## config.mk

```make
export PLATFORM = sky130hd
export DESIGN_NAME = sqrt_job_sequencer
export DESIGN_NICKNAME = d
export VERILOG_FILES = /design/src/rtl/sqrt_job_sequencer_pkg.sv /design/src/rtl/sqrt_in_fifo.sv /design/src/rtl/sqrt_job_sequencer.sv
export SDC_FILE = /design/constraint.sdc
export NUM_CORES = 1
export LEC_CHECK = 0
export CORE_ASPECT_RATIO = 1.2
export CORE_MARGIN = 2
export CORE_UTILIZATION = 53
export DETAILED_ROUTE_END_ITERATION = 8
export GPL_TIMING_DRIVEN = 0
export PLACE_DENSITY = 0.8
export RECOVER_POWER = 100
export SLEW_MARGIN = 20
export SYNTH_ARGS = -nofsm -noshare
export SYNTH_HDL_FRONTEND = slang
export SYNTH_SLANG_ARGS = --single-unit
```

## constraint.sdc

```tcl
create_clock -name clk -period 3.1 [get_ports clk]
set_clock_uncertainty 0.05 [all_clocks]
set_input_delay 0.465 -clock clk [delete_from_list [all_inputs] [get_ports clk]]
set_output_delay 0.465 -clock clk [all_outputs]
set_load 0.02 [all_outputs]
```

## src/rtl/sqrt_job_sequencer_pkg.sv

```systemverilog
`default_nettype none
// ============================================================================
// sqrt_job_sequencer_pkg : shared FSM state type and widths for the sequencer
// Rev 1.0
// ============================================================================
package sqrt_job_sequencer_pkg;

  localparam int LAUNCH_CYCLES    = 2;
  localparam int STOP_MASK_CYCLES = 1;
  localparam int SQRT_RESULT_W    = 24;
  localparam int RADICAND_W       = 32;

  typedef enum logic [1:0] {
    ST_IDLE   = 2'd0,
    ST_LAUNCH = 2'd1,
    ST_WAIT   = 2'd2,
    ST_HOLD   = 2'd3
  } state_e;

  function automatic logic [7:0] sat_inc8(input logic [7:0] v);
    return (v == 8'hFF) ? v : v + 8'd1;
  endfunction

endpackage
`default_nettype wire

```

## src/rtl/sqrt_in_fifo.sv

```systemverilog
`default_nettype none
// ============================================================================
// sqrt_in_fifo : power-of-two job FIFO, extra pointer bit separates full/empty
// Rev 1.0
// ============================================================================
module sqrt_in_fifo
  import sqrt_job_sequencer_pkg::*;
#(
  parameter int WIDTH = RADICAND_W,
  parameter int DEPTH = 4
) (
  input  logic             clk,
  input  logic             rst,
  input  logic             push_i,
  input  logic             pop_i,
  input  logic [WIDTH-1:0] wdata_i,
  output logic [WIDTH-1:0] rdata_o,
  output logic             full_o,
  output logic             empty_o
);

  localparam int PTR_W = $clog2(DEPTH);

  logic [WIDTH-1:0] mem_q [DEPTH];
  logic [PTR_W:0]   wr_ptr_q;
  logic [PTR_W:0]   rd_ptr_q;
  logic             w_do_push;
  logic             w_do_pop;

  assign empty_o = (wr_ptr_q == rd_ptr_q);
  assign full_o  = (wr_ptr_q[PTR_W] != rd_ptr_q[PTR_W]) &&
                   (wr_ptr_q[PTR_W-1:0] == rd_ptr_q[PTR_W-1:0]);

  // A pop frees the slot in the same cycle, so a full FIFO may still take a push.
  assign w_do_pop  = pop_i & ~empty_o;
  assign w_do_push = push_i & (~full_o | w_do_pop);

  always_ff @(posedge clk or posedge rst) begin
    if (rst) begin
      wr_ptr_q <= '0;
      rd_ptr_q <= '0;
    end else begin
      if (w_do_push) wr_ptr_q <= wr_ptr_q + {{PTR_W{1'b0}}, 1'b1};
      if (w_do_pop)  rd_ptr_q <= rd_ptr_q + {{PTR_W{1'b0}}, 1'b1};
    end
  end

  always_ff @(posedge clk) begin
    if (w_do_push) mem_q[wr_ptr_q[PTR_W-1:0]] <= wdata_i;
  end

  assign rdata_o = mem_q[rd_ptr_q[PTR_W-1:0]];

endmodule
`default_nettype wire

```

## src/rtl/sqrt_job_sequencer.sv

```systemverilog
`default_nettype none
// ============================================================================
// sqrt_job_sequencer : queues radicands, drives a sqrt unit, retries timeouts
// Rev 1.0
// ============================================================================
module sqrt_job_sequencer
  import sqrt_job_sequencer_pkg::*;
#(
  parameter int FIFO_DEPTH = 4,
  parameter int TIMEOUT    = 32,
  parameter int MAX_RETRY  = 1
) (
  input  logic                     clk,
  input  logic                     rst,
  input  logic                     in_valid_i,
  output logic                     in_ready_o,
  input  logic [RADICAND_W-1:0]    in_data_i,
  output logic                     sq_start_o,
  output logic [RADICAND_W-1:0]    sq_num_o,
  input  logic [SQRT_RESULT_W-1:0] sq_result_i,
  input  logic                     sq_stop_i,
  output logic                     out_valid_o,
  input  logic                     out_ready_i,
  output logic [SQRT_RESULT_W-1:0] out_data_o,
  output logic                     out_err_o,
  output logic                     busy_o,
  output logic [7:0]               err_count_o
);

  localparam int CNT_W   = $clog2(TIMEOUT + LAUNCH_CYCLES);
  localparam int RETRY_W = (MAX_RETRY > 0) ? $clog2(MAX_RETRY + 1) : 1;

  localparam logic [CNT_W-1:0]   LAUNCH_LAST = CNT_W'(LAUNCH_CYCLES - 1);
  localparam logic [CNT_W-1:0]   WAIT_LAST   = CNT_W'(TIMEOUT - 1);
  localparam logic [CNT_W-1:0]   MASK_END    = CNT_W'(STOP_MASK_CYCLES);
  localparam logic [RETRY_W-1:0] RETRY_MAX   = RETRY_W'(MAX_RETRY);

  state_e                   state_q,  state_d;
  logic [CNT_W-1:0]         cnt_q,    cnt_d;
  logic [RETRY_W-1:0]       retry_q,  retry_d;
  logic [RADICAND_W-1:0]    job_q,    job_d;
  logic [SQRT_RESULT_W-1:0] data_q,   data_d;
  logic                     err_q,    err_d;
  logic [7:0]               errcnt_q, errcnt_d;

  logic                     w_fifo_push;
  logic                     w_fifo_pop;
  logic                     w_fifo_full;
  logic                     w_fifo_empty;
  logic [RADICAND_W-1:0]    w_fifo_rdata;

  assign in_ready_o  = ~w_fifo_full | w_fifo_pop;
  assign w_fifo_push = in_valid_i & in_ready_o;

  sqrt_in_fifo #(
    .WIDTH (RADICAND_W),
    .DEPTH (FIFO_DEPTH)
  ) u_in_fifo (
    .clk     (clk),
    .rst     (rst),
    .push_i  (w_fifo_push),
    .pop_i   (w_fifo_pop),
    .wdata_i (in_data_i),
    .rdata_o (w_fifo_rdata),
    .full_o  (w_fifo_full),
    .empty_o (w_fifo_empty)
  );

  always_ff @(posedge clk or posedge rst) begin
    if (rst) begin
      state_q  <= ST_IDLE;
      cnt_q    <= '0;
      retry_q  <= '0;
      job_q    <= '0;
      data_q   <= '0;
      err_q    <= 1'b0;
      errcnt_q <= '0;
    end else begin
      state_q  <= state_d;
      cnt_q    <= cnt_d;
      retry_q  <= retry_d;
      job_q    <= job_d;
      data_q   <= data_d;
      err_q    <= err_d;
      errcnt_q <= errcnt_d;
    end
  end

  always_comb begin
    state_d    = state_q;
    cnt_d      = cnt_q;
    retry_d    = retry_q;
    job_d      = job_q;
    data_d     = data_q;
    err_d      = err_q;
    errcnt_d   = errcnt_q;
    w_fifo_pop = 1'b0;

    unique case (state_q)
      ST_IDLE: begin
        if (!w_fifo_empty) begin
          w_fifo_pop = 1'b1;
          job_d      = w_fifo_rdata;
          retry_d    = '0;
          cnt_d      = '0;
          state_d    = ST_LAUNCH;
        end
      end

      ST_LAUNCH: begin
        if (cnt_q == LAUNCH_LAST) begin
          cnt_d   = '0;
          state_d = ST_WAIT;
        end else begin
          cnt_d = cnt_q + CNT_W'(1);
        end
      end

      ST_WAIT: begin
        // The first WAIT cycle may still see Stop left over from the previous job.
        if (sq_stop_i && (cnt_q >= MASK_END)) begin
          data_d  = sq_result_i;
          err_d   = 1'b0;
          state_d = ST_HOLD;
        end else if (cnt_q == WAIT_LAST) begin
          errcnt_d = sat_inc8(errcnt_q);
          cnt_d    = '0;
          if (retry_q < RETRY_MAX) begin
            retry_d = retry_q + RETRY_W'(1);
            state_d = ST_LAUNCH;
          end else begin
            data_d  = '0;
            err_d   = 1'b1;
            state_d = ST_HOLD;
          end
        end else begin
          cnt_d = cnt_q + CNT_W'(1);
        end
      end

      ST_HOLD: begin
        if (out_ready_i) state_d = ST_IDLE;
      end

      default: state_d = ST_IDLE;
    endcase
  end

  assign sq_start_o  = (state_q == ST_LAUNCH);
  assign sq_num_o    = job_q;
  assign out_valid_o = (state_q == ST_HOLD);
  assign out_data_o  = data_q;
  assign out_err_o   = err_q;
  assign busy_o      = (state_q != ST_IDLE) | ~w_fifo_empty;
  assign err_count_o = errcnt_q;

endmodule
`default_nettype wire

```

==> metrics.txt, run 1 <==
Clock Latency Late Sink=0.49 ns; pre-CTS setup slack=0.683 ns; post-route cell area=10,400 um2; Logic pwr share=0.085; P_leak=4.35 nW; sw power=1.45 mW; CP max-delay cell=dlygate4sd3_1; hold slack=a little over 0.4 ns; starting density of the core=0.543; Overall Power=between 6 and 7 mW; total I/O pin count=130; most area-hungry cell type in the Yosys netlist=edfxtp_1; clk root buf=clkbuf_16; Hold Path Origin=out_data_o[12]$_DFFE_PP0P_; relative slew slack=0.138; Crit Path Class=register to primary output; # setup viols final=0; Max-cap violations=0; Hold Path Sink=out_data_o[12]$_DFFE_PP0P_; # fillers=1,045; GPL Wtd Cong=0.792; EDFF count, synth=128; Startpoint Class=register; reg2reg end=out_data_o[15]$_DFFE_PP0P_; count leader, synth=edfxtp_1; RSZ-0062 raised after global routing=no; clk slew on worst S/H paths=0.06 ns; Reg2Reg Depth=7; Peak VDD IR=just under 0.6 mV; flop-to-flop setup slack=0.24 ns; Finished Core Util=0.688; Post-synth top flop=edfxtp_1; Mapped Nets=between 500 and 600; DR iter-0 viols=249; period utilization=0.925; Yosys warnings=0; HP Class=register to register; Setup TNS Final=0 ns; die area=16,500 um2; CP Cell Sequence=clkbuf_1 > xnor2_1 > nand3_1 > dlygate4sd3_1; number of global-route vias before repair=5,018; TritonCTS clock tree=yes; die extent in x=117 um; register area share after synthesis=0.714; Req. time, crit path=2.58 ns; Post-CTS Setup Repair Bufs=0; final hold violation count=0; Yosys reg bits=208; Post-Syn Instances=478; hold_buf cts=0; ys async rst share=0.385; DR vias/cell=5.41; H-tree depth=1; outcome=completed; Longest Clk Path Bufs=3; gr ovfl total=0; dpl cells=816; cts repair resizes=0; share of layout cells above drive strength 1=0.167; Crit path largest cell delay=0.74 ns; Mapped Area=8190 um2; Area growth, synth to finish=26.7%; Netlist cell types=41; Mapped Avg Cell Area=17.1 um2; worst setup margin=between 0.2 and 0.25 ns; Synth top area share=0.469; Total Routing Usage GR=0.199; DIE HEIGHT=140 um; pin count of the biggest net entering global routing=59; Crit. End Element=primary output; Core Region=15,100 um2; Worst-Margin Slew=1.29 ns; WL per Instance=between 15 and 20 um; Sequential Power Share=0.528; first-pass GRT wire length=26,000 um; Max Slew Vio Count=0; Num Clock Sinks=208; post-route minimum period=roughly 2.9 ns; Final #Nets=710; CP max FO=7; CTS buffer count=22; via count=roughly 4.6k; filler-free cell count of the finished design=858; clock power share=0.387; Post-synth top cells=edfxtp_1, dfrtp_1, nand2_1, mux2_2; post-route ant nets=0; Hold Path Stages=2; total routed wirelength=16,100 um; fmax=between 0.3 and 0.4 GHz; switch share=0.223; port bufs=129; initial antenna violation count=2; internal power=between 5 and 6 mW; ranking of synthesized cells by area=edfxtp_1, dfrtp_1, mux4_2, mux2_2, nand2_1; placed inst area=between 9000 and 10,000 um2; Detailed Place HPWL=10,600 um; Rows=a little under 50; CP arrival=2.35 ns; Pre-Repair DR Iteration Count=4; FF-to-FF Start=cnt_q[5]$_DFFE_PP0P_; PwrDens=around 630 nW/um2; DR DRC count=0
[worst max path at each step]
stage                                  to                         startpoint  slack (ns)
2_1_floorplan        cnt_q[0]$_DFFE_PP0P_                                rst        0.53
3_5_place_dp                       busy_o  u_in_fifo.rd_ptr_q[1]$_DFFE_PP0P_        0.68
6_report                       in_ready_o  u_in_fifo.rd_ptr_q[1]$_DFFE_PP0P_        0.23
5_1_grt        err_count_o[4]$_DFFE_PP0P_                                rst        0.06
4_1_cts                            busy_o  u_in_fifo.rd_ptr_q[1]$_DFFE_PP0P_        0.17
3_3_place_gp      sq_num_o[2]$_DFFE_PP0P_                                rst       -0.95
[area by class of cell]
class	count	area, um2	area share
inverters	12	46.3	0.00446
diodes	2	5.00	0.000482
clock inverters	6	65.1	0.00627
flip-flops and latches	208	5850	0.563
multi-input cells	238	2130	0.205
well taps	204	255	0.0246
repair buffers	134	1320	0.127
clock buffers	34	637	0.0614
plain buffers	20	81.3	0.00784
[metal layers]
layer	wire length, um	GRT usage
met1	6500	0.249
met2	8390	0.358
met3	962	0.0448
met4	215	0.0406
met5	0	0
[state kept, by name, summed over array words and instances, names as in the netlist]
signal              cells
cnt_q                   6
err_count_o             8
out_data_o             24
out_err_o               1
retry_q                 1
sq_num_o               32
state_q                 2
u_in_fifo.mem_q       128
u_in_fifo.rd_ptr_q      3
u_in_fifo.wr_ptr_q      3
[critical path, delay by kind of cell, from the launching register on]
family,cells,cell delay [ns]
buffers and inverters,2,1.11
flip-flops,1,0.35
XOR/XNOR,1,0.21
AND/OR/NAND/NOR,1,0.20
[cell families after synthesis]
kind of cell    count (synthesis)  synth area share
simple gates                  117            0.0680
flops                         208             0.714
compound gates                 26            0.0273
mux                            68             0.137
xor+xnor                       14            0.0150
fa+ha+maj                      13            0.0199
buf+inv                        32            0.0186
[layout by cell type (no fill, tap or decap), drive strengths merged, types with 2 or more instances in the layout]
cell type,netlist,final
nor3,4,4
nand3,32,32
buf,14,9
clkbuf,6,50
mux4,32,32
clkinv,0,4
a31oi,2,2
and3,5,5
mux2,36,36
a21o,2,2
nor2,10,10
a22o,3,3
edfxtp,128,128
xnor2,6,6
diode,0,2
dlygate4sd3,0,101
o21ai,5,5
nand2b,2,2
xor2,8,8
nand4,4,4
a21oi,3,3
o211ai,2,2
o21a,3,3
ha,13,13
inv,12,12
clkdlybuf4s50,0,28
nand2,56,56
dfrtp,80,80
[power by group through the flow]
stage,combinational (mW),sequential [mW],clock [mW]
2_1_floorplan,0.327,3.46,0
3_3_place_gp,0.553,3.48,0
3_5_place_dp,0.646,3.49,0
4_1_cts,0.649,3.44,2.57
5_1_grt,0.614,3.47,2.68
6_report,0.555,3.44,2.52
Note: power is estimated with default switching activity, not from simulation.
==> inputs of run 2 (changes only) <==
--- a/config.mk
+++ b/config.mk
@@ -7,8 +7,9 @@
 export LEC_CHECK = 0
 export CORE_ASPECT_RATIO = 1.2
 export CORE_MARGIN = 2
-export CORE_UTILIZATION = 53
+export CORE_UTILIZATION = 63
 export DETAILED_ROUTE_END_ITERATION = 8
+export DONT_BUFFER_PORTS = 1
 export GPL_TIMING_DRIVEN = 0
 export PLACE_DENSITY = 0.8
 export RECOVER_POWER = 100
==> run 2 against run 1 <==
Via count decreased by 11%. Critical path depth is 3 higher. Flip-flop and latch count is the same. Total power down 2.7%. The flow now finishes with violations (capacitance limit, slew limit). Utilization rose by 2.9 points. Routed wire length decreased by 9.4%. Clock-buffer cell count is 7 lower. Register-to-register slack gained 0.19 ns.
==> metrics.txt, run 2 (synthesis gave the netlist of run 1 again) <==
outcome=finished, violations left (was completed); failing checks=capacitance limit, slew limit; most frequent cells in the layout=edfxtp_1, dfrtp_1, nand2_1, mux2_2 (was edfxtp_1, dlygate4sd3_1, dfrtp_1, nand2_1, mux2_2); Worst-Margin Slew=1.84 ns (was 1.29 ns); gr ovfl total=0 (unchanged); Hold Path Origin=in_data_i[0] (was out_data_o[12]$_DFFE_PP0P_); cts repair resizes=0 (unchanged); Storage cell area=5850 um2 (unchanged); Clock Latency Late Sink=0.47 ns (was 0.49 ns); CTS buffer count=21 (was 22); CP max FO=10 (was 7); Pre-Repair DR Iteration Count=4 (unchanged); initial antenna violation count=0 (was 2); total routed wirelength=14,600 um (was 16,100 um); reg2reg end=out_data_o[15]$_DFFE_PP0P_ (unchanged); WL per Instance=21.3 um (was 18.7 um); port bufs=0 (was 129); Detailed Place HPWL=9530 um (was 10,600 um); Rows=45 (was 49); Post-CTS Setup Repair Bufs=0 (unchanged); Core Region=12,700 um2 (was 15,100 um2); RSZ-0062 raised after global routing=no (unchanged); Crit Path Class=register to register (was register to primary output); DR DRC count=0 (unchanged); Hold Path Sink=u_in_fifo.mem_q[3][0]$_DFFE_PP_ (was out_data_o[12]$_DFFE_PP0P_); period utilization=0.860 (was 0.925); fmax=0.375 GHz (was 0.349 GHz); Total Routing Usage GR=0.218 (was 0.199); post-route ant nets=0 (unchanged); final hold violation count=0 (unchanged); Longest Clk Path Bufs=3 (unchanged); FF-to-FF Start=cnt_q[5]$_DFFE_PP0P_ (unchanged); hold_buf cts=1 (was 0); Max Slew Vio Count=45 (was 0); P_leak=3.66 nW (was 4.35 nW); HP Class=primary input to register (was register to register); total I/O pin count=130 (unchanged); # setup viols final=0 (unchanged); Max-cap violations=1 (was 0); post-route minimum period=2.67 ns (was 2.87 ns); number of global-route vias before repair=4,399 (was 5,018); worst setup margin=0.433 ns (was 0.233 ns); Hold Path Stages=0 (was 2); via count=4,126 (was 4,643); DIE HEIGHT=129 um (was 140 um); TritonCTS clock tree=yes (unchanged); die area=13,900 um2 (was 16,500 um2); number of diodes=0 (was 2); multi-input logic area=2130 um2 (unchanged); Final #Nets=581 (was 710); Req. time, crit path=3.46 ns (was 2.58 ns); H-tree depth=1 (unchanged); Num Clock Sinks=208 (unchanged); Reg2Reg Depth=7 (unchanged); Area growth, synth to finish=11.0% (was 26.7%); Largest register FFs=128 (unchanged); die extent in x=108 um (was 117 um); CP arrival=3.03 ns (was 2.35 ns); first-pass GRT wire length=22,900 um (was 26,000 um); DR iter-0 viols=257 (was 249); Crit. End Element=register (was primary output); clk root buf=clkbuf_16 (unchanged); GPL Wtd Cong=0.798 (was 0.792); flop-to-flop setup slack=0.43 ns (was 0.24 ns); Startpoint Class=register (unchanged); clk slew on worst S/H paths=0.06 ns (about the same); Peak VDD IR=0.571 mV (was 0.590 mV); # fillers=770 (was 1,045); DR vias/cell=6.02 (was 5.41); PwrDens=697 nW/um2 (was 627 nW/um2); relative slew slack=-0.227 (was 0.138); Overall Power=6.34 mW (was 6.51 mW); share of layout cells above drive strength 1=0.211 (was 0.167); hold slack=0.0315 ns (was 0.414 ns); pre-CTS setup slack=0.645 ns (was 0.683 ns); pin count of the biggest net entering global routing=46 (was 59); starting density of the core=0.647 (was 0.543); most common cell after layout, fill and taps aside=edfxtp_1 (unchanged)
==> run 2: metal layers <==
layer / vias to the layer above / routed length [um] / global-route usage
met3: 18 / 1140 / 0.0689
met5: - / 0 / 0
met4: 0 / 242 / 0.0626
li1: 1852 / - / -
met2: 133 / 7760 / 0.385
met1: 2123 / 5420 / 0.257
==> run 2: layout make-up <==
cell class / count / area share
buffer: 20 / 0.0114
clock buffer: 27 / 0.0614
clock inverter: 10 / 0.0105
inverter: 12 / 0.00496
multi-input combinational: 238 / 0.234
sequential: 208 / 0.643
tap: 164 / 0.0226
timing repair buffer: 6 / 0.0121
==> run 2: how the worst max path moves through the flow <==
stage | depth (start not counted) | from | endpoint
2_1_floorplan | 1 | rst | cnt_q[0]$_DFFE_PP0P_
3_3_place_gp | 1 | rst | sq_num_o[0]$_DFFE_PP0P_
3_5_place_dp | 6 | u_in_fifo.rd_ptr_q[1]$_DFFE_PP0P_ | cnt_q[5]$_DFFE_PP0P_
4_1_cts | 6 | u_in_fifo.rd_ptr_q[1]$_DFFE_PP0P_ | cnt_q[5]$_DFFE_PP0P_
5_1_grt | 7 | cnt_q[5]$_DFFE_PP0P_ | out_data_o[12]$_DFFE_PP0P_
6_report | 7 | cnt_q[5]$_DFFE_PP0P_ | out_data_o[15]$_DFFE_PP0P_
==> run 2: per-stage QoR <==
step / util / instances / area (um2) / setup TNS [ns]
global route: 0.718 / 685 / 9090 / 0
finish: 0.718 / 685 / 9090 / 0
detailed placement: 0.671 / 647 / 8500 / 0
global placement: 0.663 / 642 / 8400 / -40.42
floorplan: - / 478 / 8190 / 0
CTS: 0.724 / 685 / 9170 / 0
==> run 2: power breakdown <==
group | internal, mW | switching, mW | total (mW)
clock | 1.43 | 0.940 | 2.37
sequential | 3.35 | 0.0928 | 3.44
combinational | 0.193 | 0.336 | 0.529
total | 4.97 | 1.37 | 6.34
==> run 2: worst max-delay path, stage by stage (launching register included) <==
cell,delay [ns]
dfrtp_1,0.45
or4_1,0.65
o21a_1,0.24
buf_6,0.14
o21ai_0,0.69
buf_6,0.23
nand2_1,0.07
nand2_1,0.08
==> inputs of run 3 (changes only) <==
--- a/config.mk
+++ b/config.mk
@@ -10,7 +10,6 @@
 export CORE_UTILIZATION = 63
 export DETAILED_ROUTE_END_ITERATION = 8
 export DONT_BUFFER_PORTS = 1
-export GPL_TIMING_DRIVEN = 0
 export PLACE_DENSITY = 0.8
 export RECOVER_POWER = 100
 export SLEW_MARGIN = 20
==> constraint.sdc (replaced) <==
create_clock -name clk -period 2.53 [get_ports clk]
set_clock_uncertainty 0.05 [all_clocks]
set_input_delay 0.506 -clock clk [delete_from_list [all_inputs] [get_ports clk]]
set_output_delay 0.506 -clock clk [all_outputs]
set_load 0.02 [all_outputs]
==> run 3 against run 2 <==
The flow now finishes without violations. Critical path depth decreased by 2. Worst setup slack worse by 0.23 ns. Sequential power up 23%. Via count is 0.17% lower. Combinational power rose by 18%. Global-route usage grew 0.41 points. Non-clock buffer count down 12.
==> metrics.txt, run 3 (synthesis gave the netlist of run 1 again) <==
DIE HEIGHT=129 um (unchanged); internal power=6.01 mW (was 4.97 mW); Post-CTS Setup Repair Bufs=0 (unchanged); post-route minimum period=2.32 ns (was 2.67 ns); Clock Latency Late Sink=0.48 ns (was 0.47 ns); Detailed Place HPWL=9000 um (was 9530 um); Setup TNS Final=0 ns (unchanged); cts repair resizes=0 (unchanged); Hold Path Stages=0 (unchanged); gr ovfl total=0 (unchanged); DR DRC count=0 (unchanged); Logic pwr share=0.081 (was 0.083); Longest Clk Path Bufs=3 (unchanged); H-tree depth=1 (unchanged); clk root buf=clkbuf_16 (unchanged); # setup viols final=0 (unchanged); Area growth, synth to finish=10.5% (was 11.0%); first-pass GRT wire length=23,200 um (was 22,900 um); Core Region=12,700 um2 (unchanged); die area=13,900 um2 (unchanged); # fillers=778 (was 770); fmax=0.430 GHz (was 0.375 GHz); Overall Power=7.71 mW (was 6.34 mW); total routed wirelength=14,900 um (was 14,600 um); Startpoint Class=register (unchanged); relative slew slack=0.233 (was -0.227); clock power share=0.371 (was 0.374); share of layout cells above drive strength 1=0.232 (was 0.211); GPL Wtd Cong=0.813 (was 0.798); RSZ-0062 raised after global routing=no (unchanged); HP Class=primary input to register (unchanged); number of diodes=0 (unchanged); TritonCTS clock tree=yes (unchanged); WL per Instance=22.2 um (was 21.3 um); period utilization=0.919 (was 0.860); Sequential Power Share=0.548 (was 0.543); DR vias/cell=6.13 (was 6.02); switch share=0.221 (was 0.216); pin count of the biggest net entering global routing=81 (was 46); Max-cap violations=0 (was 1); P_leak=3.62 nW (was 3.66 nW); Crit Path Class=register to register (unchanged); port bufs=0 (unchanged); PwrDens=852 nW/um2 (was 697 nW/um2); total I/O pin count=130 (unchanged); Num Clock Sinks=208 (unchanged); post-route ant nets=0 (unchanged); Max Slew Vio Count=0 (was 45); Crit. End Element=register (unchanged); outcome=completed (was finished, violations left); clk slew on worst S/H paths=0.07 ns (was 0.06 ns); Largest register FFs=128 (unchanged); Pre-Repair DR Iteration Count=4 (unchanged); Reg2Reg Depth=5 (was 7); Worst-Margin Slew=1.15 ns (was 1.84 ns); Peak VDD IR=0.720 mV (was 0.571 mV); number of global-route vias before repair=4,408 (was 4,399); CP arrival=2.64 ns (was 3.03 ns); initial antenna violation count=0 (unchanged); most frequent cells in the layout=edfxtp_1, dfrtp_1, nand2_1, mux2_2 (unchanged); via count=4,119 (was 4,126); CP max FO=29 (was 10); CTS buffer count=20 (was 21); starting density of the core=0.647 (unchanged); Req. time, crit path=2.84 ns (was 3.46 ns); most common cell after layout, fill and taps aside=edfxtp_1 (unchanged); Total Routing Usage GR=0.222 (was 0.218); Rows=45 (unchanged); flop-to-flop setup slack=0.21 ns (was 0.43 ns); DR iter-0 viols=338 (was 257); sw power=1.70 mW (was 1.37 mW); die extent in x=108 um (unchanged); Final #Nets=568 (was 581); final hold violation count=0 (unchanged)
run 3: cell types whose count changed in the layout (fill, tap and decap cells not counted), sizes merged:
cell      change
bufinv        -1
clkinv        -1
clkbuf        -1
clkinvlp      +2
inv           -1
buf          -11
run 3: path summary, 6_finish.rpt:
path | start | end
max in group asynchronous | rst | u_in_fifo.rd_ptr_q[0]$_DFFE_PP0P_
setup reg to reg | u_in_fifo.rd_ptr_q[0]$_DFFE_PP0P_ | sq_num_o[23]$_DFFE_PP0P_
min in group asynchronous | rst | out_data_o[18]$_DFFE_PP0P_
setup / recovery | u_in_fifo.rd_ptr_q[0]$_DFFE_PP0P_ | sq_num_o[23]$_DFFE_PP0P_
hold reg to reg | u_in_fifo.wr_ptr_q[2]$_DFFE_PP0P_ | u_in_fifo.wr_ptr_q[2]$_DFFE_PP0P_
hold / removal | in_data_i[26] | u_in_fifo.mem_q[1][26]$_DFFE_PP_
run 3: per-layer routing:
| layer | GRT usage | wire length (um) |
|---|---|---|
| met1 | 0.260 | 5530 |
| met4 | 0.0747 | 380 |
| met3 | 0.0669 | 1320 |
| met2 | 0.391 | 7670 |
| met5 | 0 | 0 |
run 3: final cells by class:
class	count	area, um2	share of cell area
inverter	12	48.8	0.00539
timing repair buffer	14	141	0.0156
clock inverter	9	73.8	0.00816
sequential	208	5850	0.646
multi-input combinational	238	2160	0.239
tap	164	205	0.0227
clock buffer	27	568	0.0628
run 3: stage by stage:
| stage | hold slack, ns | setup WS [ns] | instance area, um2 | utilization | std cells |
|---|---|---|---|---|---|
| after floorplan | 0.412 | 0.163 | 8190 | - | 478 |
| final | 0.0639 | 0.205 | 9050 | 0.714 | 672 |
| after global routing | 0.0465 | 0.0783 | 9050 | 0.714 | 672 |
| after global placement | 0.426 | 0.486 | 8470 | 0.669 | 635 |
| after CTS | 0.0481 | 0.192 | 9130 | 0.720 | 672 |
| after detailed placement | 0.431 | 0.403 | 8470 | 0.669 | 635 |
run 3: critical path, stage by stage (launching register included):
cell	delay, ns
dfrtp_2	0.52
xnor2_1	0.27
nand3_1	0.13
nand2_1	0.29
clkbuf_4	0.53
mux2_2	0.40
run 3: timing repair:
action | in CTS | in global routing
endpoints found under the hold margin | 42 | 0
endpoints found under the setup margin | 0 | 0
hold buffers | 1 | 0
run 3: power groups by stage:
stage	combinational [mW]	clock (mW)	sequential [mW]
4_1_cts	0.662	2.92	4.23
5_1_grt	0.682	3.03	4.26
2_1_floorplan	0.401	0	4.24
3_3_place_gp	0.641	0	4.24
6_report	0.622	2.86	4.22
3_5_place_dp	0.651	0	4.28
